[config.mk]
export PLATFORM = sky130hd
export DESIGN_NAME = fetch_ctrl
export DESIGN_NICKNAME = d
export VERILOG_FILES = /design/src/rtl/rv_core_pkg.sv /design/src/rtl/fetch_skid.sv /design/src/rtl/fetch_ctrl.sv
export SDC_FILE = /design/constraint.sdc
export NUM_CORES = 1
export LEC_CHECK = 0
export ABC_AREA = 0
export CAP_MARGIN = 10
export CORE_UTILIZATION = 40
export CTS_CLUSTER_DIAMETER = 80
export DETAILED_ROUTE_END_ITERATION = 10
export PLACE_DENSITY = 0.76
export SYNTH_ARGS = -nofsm -noshare
export SYNTH_HDL_FRONTEND = slang
export SYNTH_SLANG_ARGS = --single-unit
[constraint.sdc]
create_clock -name clk -period 6.5 [get_ports clk]
set_clock_uncertainty 0.05 [all_clocks]
set_input_delay 1.3 -clock clk [delete_from_list [all_inputs] [get_ports clk]]
set_output_delay 1.3 -clock clk [all_outputs]
set_load 0.05 [all_outputs]
[src/rtl/rv_core_pkg.sv]
// Shared types and constants for the RV32I core front end.
package rv_core_pkg;

  localparam int unsigned XLEN = 32;

  localparam logic [XLEN-1:0] RV_RESET_PC  = 32'h0000_0000;
  localparam logic [XLEN-1:0] RV_NOP_INSTR = 32'h0000_0013;

  typedef enum logic [2:0] {
    StBoot,
    StIssue,
    StWait,
    StDrain,
    StHold
  } fetch_state_t;

  typedef struct packed {
    logic            valid;
    logic [XLEN-1:0] instr;
    logic [XLEN-1:0] pc;
  } if_id_t;

  // Bubble keeps the previous pc; only valid/instr carry meaning.
  function automatic if_id_t make_bubble(input logic [XLEN-1:0] pc,
                                         input logic [XLEN-1:0] nop);
    if_id_t b;
    b.valid = 1'b0;
    b.instr = nop;
    b.pc    = pc;
    return b;
  endfunction

endpackage

[src/rtl/fetch_skid.sv]
// One-entry skid buffer holding a fetched word while decode is stalled.
module fetch_skid
  import rv_core_pkg::*;
(
  input  logic            clk,
  input  logic            rst,
  input  logic            load,
  input  logic            unload,
  input  logic            flush,
  input  logic [XLEN-1:0] ld_instr,
  input  logic [XLEN-1:0] ld_pc,
  output logic            full,
  output logic [XLEN-1:0] instr,
  output logic [XLEN-1:0] pc
);

  logic            full_q;
  logic [XLEN-1:0] instr_q;
  logic [XLEN-1:0] pc_q;

  always_ff @(posedge clk or posedge rst) begin
    if (rst) begin
      full_q  <= 1'b0;
      instr_q <= '0;
      pc_q    <= '0;
    end else begin
      if (flush || unload) begin
        full_q <= 1'b0;
      end else if (load) begin
        full_q <= 1'b1;
      end
      if (load && !flush) begin
        instr_q <= ld_instr;
        pc_q    <= ld_pc;
      end
    end
  end

  assign full  = full_q;
  assign instr = instr_q;
  assign pc    = pc_q;

endmodule

[src/rtl/fetch_ctrl.sv]
// Instruction-fetch sequencer: owns the PC, issues single outstanding imem requests,
// fills IF/ID, parks one word in a skid entry under stall and services EX redirects.
module fetch_ctrl
  import rv_core_pkg::*;
#(
  parameter logic [31:0] RESET_PC  = RV_RESET_PC,
  parameter logic [31:0] NOP_INSTR = RV_NOP_INSTR
) (
  input  logic        clk,
  input  logic        rst,
  output logic        imem_req,
  output logic [31:0] imem_addr,
  input  logic        imem_rvalid,
  input  logic [31:0] imem_rdata,
  input  logic        stall_i,
  input  logic        redirect_i,
  input  logic [31:0] redirect_pc_i,
  output logic        if_id_valid,
  output logic [31:0] if_id_instr,
  output logic [31:0] if_id_pc
);

  fetch_state_t state_q, state_d;
  logic [31:0]  pc_q, pc_d;
  if_id_t       if_id_q, if_id_d;

  logic        skid_load, skid_unload, skid_flush, skid_full;
  logic [31:0] skid_instr, skid_pc;

  fetch_skid u_skid (
    .clk      (clk),
    .rst      (rst),
    .load     (skid_load),
    .unload   (skid_unload),
    .flush    (skid_flush),
    .ld_instr (imem_rdata),
    .ld_pc    (pc_q),
    .full     (skid_full),
    .instr    (skid_instr),
    .pc       (skid_pc)
  );

  always_ff @(posedge clk or posedge rst) begin
    if (rst) begin
      state_q <= StBoot;
      pc_q    <= RESET_PC;
      if_id_q <= make_bubble(32'h0, NOP_INSTR);
    end else begin
      state_q <= state_d;
      pc_q    <= pc_d;
      if_id_q <= if_id_d;
    end
  end

  always_comb begin
    state_d     = state_q;
    pc_d        = pc_q;
    if_id_d     = if_id_q;
    skid_load   = 1'b0;
    skid_unload = 1'b0;
    skid_flush  = 1'b0;

    if (redirect_i) begin
      pc_d       = redirect_pc_i & 32'hFFFF_FFFC;
      if_id_d    = make_bubble(if_id_q.pc, NOP_INSTR);
      skid_flush = 1'b1;
      unique case (state_q)
        // A response arriving now retires the outstanding request; otherwise drain it.
        StIssue, StWait, StDrain: state_d = imem_rvalid ? StIssue : StDrain;
        default:                  state_d = StIssue;
      endcase
    end else begin
      unique case (state_q)
        StBoot: begin
          state_d = StIssue;
          if (!stall_i) if_id_d = make_bubble(if_id_q.pc, NOP_INSTR);
        end
        StIssue, StWait: begin
          if (imem_rvalid) begin
            pc_d    = pc_q + 32'd4;
            state_d = StIssue;
            if (!stall_i || !if_id_q.valid) begin
              if_id_d.valid = 1'b1;
              if_id_d.instr = imem_rdata;
              if_id_d.pc    = pc_q;
            end else begin
              skid_load = 1'b1;
              state_d   = StHold;
            end
          end else begin
            state_d = StWait;
            if (!stall_i) if_id_d = make_bubble(if_id_q.pc, NOP_INSTR);
          end
        end
        StHold: begin
          if (!stall_i && skid_full) begin
            if_id_d.valid = 1'b1;
            if_id_d.instr = skid_instr;
            if_id_d.pc    = skid_pc;
            skid_unload   = 1'b1;
            state_d       = StIssue;
          end
        end
        StDrain: begin
          if (imem_rvalid) state_d = StIssue;
          if (!stall_i) if_id_d = make_bubble(if_id_q.pc, NOP_INSTR);
        end
        default: state_d = StBoot;
      endcase
    end
  end

  assign imem_req    = (state_q == StIssue);
  assign imem_addr   = pc_q;
  assign if_id_valid = if_id_q.valid;
  assign if_id_instr = if_id_q.instr;
  assign if_id_pc    = if_id_q.pc;

endmodule
==> results.sh, run 1 <==
export IMPL_drv_slew=0
export IMPL_drt_iter0_drc=291
export IMPL_netlist_area_um2=7247
export IMPL_gp_congestion=0.7734
export IMPL_cts_resized=0
export IMPL_core_area_um2=17480
export IMPL_synth_flop_cell="dfrtp_1"
export IMPL_cts_sinks=161
export IMPL_yosys_area_top_type="dfrtp_1"
export IMPL_synthCells=641
export IMPL_final_cells=1021
export IMPL_num_rows=48
export IMPL_required_ps=6750
export IMPL_routed_via_count=5506
export IMPL_ctsHoldBuffers=0
export IMPL_worstSetupStartpointType="input pin"
export IMPL_ir_drop_v=0.0001756
export IMPL_synth_seq_cells=161
export IMPL_first_global_vias=5440
export IMPL_fillers=1508
export IMPL_ys_warn_count=0
export IMPL_leakagePower_nw=3.943
export IMPL_setup_viol=0
export IMPL_clockBufferDepth=2
export IMPL_path_class="in2reg"
export IMPL_antenna_cells=0
export IMPL_hp_class="reg2reg"
export IMPL_synth_top_area_share_pct=54.56
export IMPL_worst_slew_pin_slew_ps=1193
export IMPL_critPathLaunch="imem_rvalid"
export IMPL_rr_startpoint="state_q[1]"
export IMPL_crit_fanout=26
export IMPL_wl_met3_um=1288
export IMPL_start_util_pct=41.47
export IMPL_antenna_found_initial=0
export IMPL_post_cts_buffers=0
export IMPL_hold_depth=2
export IMPL_dieArea_um2=18660
export IMPL_place_hpwl_um=11570
export IMPL_hold_violations=0
export IMPL_end_kind="flop"
export IMPL_io_pins=167
export IMPL_r2r_setup_slack_ps=3530
export IMPL_r2r_cells=4
export IMPL_async_reset_ff_share_pct=100.0
export IMPL_multi_input_area_um2=3008
export IMPL_grt_max_degree=71
export IMPL_power_density_nw_per_um2=318.4
export IMPL_dp_cells=991
export IMPL_post_drt_wl_per_cell_um=17.51
export IMPL_max_slew_margin_pct=19.85
export IMPL_grt_overflow=0
export IMPL_synth_area_top_cells="dfrtp_1 (55%), mux2_2 (8.2%), a22oi_1 (6.3%)"
export IMPL_dr_max_layer_used="met4"
export IMPL_worstSkewPairLatency_ps=410
export IMPL_wl_um=17880
export IMPL_p_total_w=0.003072
export IMPL_die_width_um=136.6
export IMPL_period_share_pct=61.08
export IMPL_rsz0062_at_grt="no"
export IMPL_outcome="complete, no violations"
export IMPL_tns_ps=0
export IMPL_grt_use_total_pct=20.05
export IMPL_design_area_um2=9647
export IMPL_seq_area_um2=4033
export IMPL_hold_path_end="if_id_pc[18]"
export IMPL_wl_met2_um=8330
export IMPL_drc=0
export IMPL_final_nets=855
export IMPL_antenna_left=0
export IMPL_grt_pass1_wl_um=28810
export IMPL_io_buffers=162
export IMPL_drt_pass1_iter_count=4
export IMPL_m1WireLength_um=8123
export IMPL_cts_htree_levels=4
export IMPL_cts_tree="done"
export IMPL_fmax_mhz=251.9
export IMPL_fin_crit_ps=3970
export IMPL_max_cap_viol_count=0
export IMPL_worst_hold_slack_ps=426.1
export IMPL_seq_area_frac_synth_pct=55.65
export IMPL_synthToLayoutAreaGrowth_pct=33.11
export IMPL_synth_edff_count=0
export IMPL_cp_arrival_ps=4220
export IMPL_cts_made_buffers=17
export IMPL_syn_avg_cell_area_um2=11.31
export IMPL_rr_endpoint="u_skid.instr[5]"
export IMPL_ys_types=60
export IMPL_clk_pin_slew_worst_paths_ps=60
export IMPL_cts_root_buf="clkbuf_16"
export IMPL_viasPerCell=5.393
export IMPL_die_h_um=136.6
export IMPL_worstHoldStart="if_id_pc[18]"
export IMPL_drive_gt1_share_pct=13.94
export IMPL_placed_area_um2=9052
through the flow:
step                utilization, %  setup slack [ps]
finish                       55.20              2530
global placement             51.80              2136
detailed placement           51.80              2061
floorplan                        -             806.7
CTS                          55.20              2478
global route                 55.20              2379
placed cells by master, fill, tap and decap left out, types with 3 or more instances in the layout:
cell and n:
clkdlybuf4s50_1 161, dfrtp_1 158, nand2_1 77, a22oi_1 61
o21ai_0 57, mux2_2 53, o2bb2ai_1 29, xor2_1 20
clkbuf_16 17, nand4_1 14, nor2_1 13, buf_4 11
xnor2_1 10, mux2_1 9, a21oi_1 8, nor3_1 7
nand2b_1 6, inv_1 6, nand3_1 4, clkinvlp_4 4
o31a_1 3, nor4_1 3, o21ai_2 3, and2_1 3
o21ai_1 3, bufinv_16 3, dfstp_2 3
registers in the layout, indices dropped and copies added (netlist names):
signal and flops:
u_skid.full 1, imem_addr 30, state_q 3, if_id_valid 1, u_skid.instr 32, if_id_instr 32
u_skid.pc 30, if_id_pc 32
power by group:
| part | switching [W] | internal (W) | total (W) |
|---|---|---|---|
| Combinational | 0.000466 | 0.000294 | 0.000760 |
| Clock | 0.000395 | 0.000621 | 0.00102 |
| Sequential | 0.000120 | 0.00118 | 0.00130 |
| Total | 0.000980 | 0.00209 | 0.00307 |
critical path, cell delays in order:
cell,delay (ps)
clkdlybuf4s50_1,770
nand2b_1,230
nor4_4,1010
buf_4,490
mux2_2,390
synth_stat cells, types with 3 or more instances:
library cell    n
buf_2          14
nor3_1          7
buf_4           3
and2_1          4
o2bb2ai_1      29
o21ai_1         5
nand2_1        77
dfrtp_1       158
dfstp_2         3
nand2b_1        6
a22oi_1        61
o31a_1          3
nor2_1         13
o21ai_0        57
inv_1           7
a21oi_1         9
nor4_1          3
mux2_1          9
nand3_1         4
xor2_1         20
xnor2_1        10
clkbuf_1       31
mux2_2         53
nand4_1        14
per-layer routing:
metal | vias up | global-route usage (%)
met3 | 12 | 6.444
met5 | - | 0
met1 | 2727 | 26.67
li1 | 2620 | -
met2 | 147 | 31.61
met4 | 0 | 4.877
cell families after synthesis:
group                    after synthesis  share of synthesized area [%]
AND/OR/NAND/NOR                      150                          10.53
other                                  1                        0.05175
XOR/XNOR                              30                          3.626
multiplexers                          63                          9.772
flip-flops                           161                          55.65
adder cells (fa/ha/maj)                1                         0.1726
AO/OA/AOI/OAI                        179                          16.89
buffers and inverters                 56                          3.315
area by class of cell:
cell class	instances	area share [%]
repair buffers	173	17.61
flip-flops and latches	161	41.80
inverters	7	0.3243
clock buffers	21	4.773
multi-input cells	425	31.18
well taps	225	2.918
clock inverters	9	1.388
worst max path at each step:
stage | to | slack, ps | cells after the start
2_1_floorplan | if_id_instr[10] | 810 | 1
3_3_place_gp | u_skid.instr[17] | 2140 | 5
3_5_place_dp | u_skid.instr[5] | 2060 | 5
4_1_cts | u_skid.instr[5] | 2480 | 5
5_1_grt | u_skid.instr[5] | 2380 | 5
6_report | u_skid.instr[5] | 2530 | 5
Power figures use the tool's default switching activity.
==> run 2: changes to the inputs <==
PLACE_DENSITY = 0.79   (was 0.76)
clock period = 3.57 ns   (was 6.5 ns; I/O delays follow)
==> results.sh, run 2 (same netlist as run 1, synthesis figures left out) <==
export IMPL_outcome="complete, no violations"
export IMPL_gp_congestion=0.7607
export IMPL_grt_use_total_pct=20.18
export IMPL_drt_iter0_drc=296
export IMPL_die_h_um=136.6
export IMPL_clockBufferDepth=2
export IMPL_grt_pass1_wl_um=28380
export IMPL_ir_drop_v=0.0004431
export IMPL_hp_class="reg2reg"
export IMPL_wl_met3_um=1263
export IMPL_critPathLaunch="state_q[2]"
export IMPL_wl_um=17890
export IMPL_cts_sinks=161
export IMPL_rr_startpoint="state_q[1]"
export IMPL_end_kind="output port"
export IMPL_num_rows=48
export IMPL_endpoint="imem_req"
export IMPL_cts_made_buffers=17
export IMPL_core_area_um2=17480
export IMPL_antenna_left=0
export IMPL_antenna_cells=0
export IMPL_r2r_setup_slack_ps=910
export IMPL_cts_tree="done"
export IMPL_wl_met2_um=8409
export IMPL_path_class="reg2out"
export IMPL_first_global_vias=5437
export IMPL_routed_via_count=5543
export IMPL_final_cell_mix="clkdlybuf4s50_1 (161), dfrtp_1 (158), nand2_1 (77)"
export IMPL_die_width_um=136.6
export IMPL_grt_overflow=0
export IMPL_fmax_mhz=342.4
export IMPL_place_hpwl_um=11950
export IMPL_worstSkewPairLatency_ps=420
export IMPL_worst_hold_slack_ps=425.0
export IMPL_required_ps=2810
export IMPL_io_pins=167
export IMPL_max_cap_viol_count=0
export IMPL_fillers=1502
export IMPL_cp_arrival_ps=2160
export IMPL_m1WireLength_um=7894
export IMPL_hold_violations=0
export IMPL_seq_area_um2=4033
export IMPL_cts_resized=0
export IMPL_final_nets=859
export IMPL_multi_input_area_um2=3008
export IMPL_antenna_found_initial=0
export IMPL_leakagePower_nw=4.013
export IMPL_drc=0
export IMPL_cts_htree_levels=4
export IMPL_tns_ps=0
export IMPL_drv_slew=0
export IMPL_post_drt_wl_per_cell_um=17.42
export IMPL_start_util_pct=41.47
export IMPL_r2r_cells=6
export IMPL_post_cts_buffers=0
export IMPL_fin_crit_ps=2921
export IMPL_setup_viol=0
export IMPL_worstSetupStartpointType="flop"
export IMPL_synthToLayoutAreaGrowth_pct=35.00
export IMPL_drt_pass1_iter_count=5
export IMPL_ctsHoldBuffers=0
export IMPL_cts_root_buf="clkbuf_16"
export IMPL_rr_endpoint="if_id_pc[30]"
export IMPL_drive_gt1_share_pct=14.59
export IMPL_clk_pin_slew_worst_paths_ps=60
export IMPL_viasPerCell=5.397
export IMPL_grt_max_degree=70
export IMPL_io_buffers=162
export IMPL_crit_fanout=17
export IMPL_period_share_pct=81.82
export IMPL_max_slew_margin_pct=41.14
export IMPL_rsz0062_at_grt="no"
export IMPL_worst_slew_pin_slew_ps=882.8
export IMPL_final_common_cell="clkdlybuf4s50_1"
export IMPL_power_density_nw_per_um2=578.8
export IMPL_dr_max_layer_used="met4"
export IMPL_dieArea_um2=18660
## run 2: worst min-delay path by stage
stage / from / end / slack, ps / depth (start not counted)
floorplan: u_skid.instr[0] / u_skid.instr[0] / 410 / 1
global placement: if_id_pc[23] / if_id_pc[23] / 410 / 2
detailed placement: if_id_pc[28] / if_id_pc[28] / 420 / 2
CTS: if_id_pc[28] / if_id_pc[28] / 430 / 2
global route: u_skid.pc[14] / u_skid.pc[14] / 450 / 1
finish: if_id_pc[18] / if_id_pc[18] / 420 / 2
## run 2: routing by layer
layer  track usage (%)  vias up
met3             7.185       25
met1             25.62     2727
met2             31.58      149
li1                  -     2642
met5                 0        -
met4             7.469        0
## run 2: power by group
group | internal (W) | switching (W) | total (W)
combinational | 0.000551 | 0.000853 | 0.00140
clock | 0.00119 | 0.000705 | 0.00190
sequential | 0.00214 | 0.000217 | 0.00236
## run 2: cell type report
type,count,area share (%)
inverter,7,0.3069
clock buffer,24,5.129
sequential,161,41.22
timing repair buffer,177,18.44
multi-input combinational,425,30.75
tap,225,2.878
clock inverter,8,1.279
## run 2: stage by stage
step / std cells / worst slack [ps] / utilization [%] / cell area (µm²) / power (W)
2_1_floorplan: 642 / 765.6 / - / 7254 / 0.003271
3_3_place_gp: 995 / 506.1 / 52.39 / 9156 / 0.003770
3_5_place_dp: 995 / 451.1 / 52.39 / 9156 / 0.003805
4_1_cts: 1027 / 631.3 / 55.98 / 9783 / 0.005730
5_1_grt: 1027 / 535.3 / 55.98 / 9783 / 0.005922
6_report: 1027 / 649.1 / 55.98 / 9783 / 0.005663
## run 2: critical path, cell delays in order, from the launching register on
cell             delay (ps)
dfrtp_1                 540
nor3b_1                 330
clkdlybuf4s50_1         880
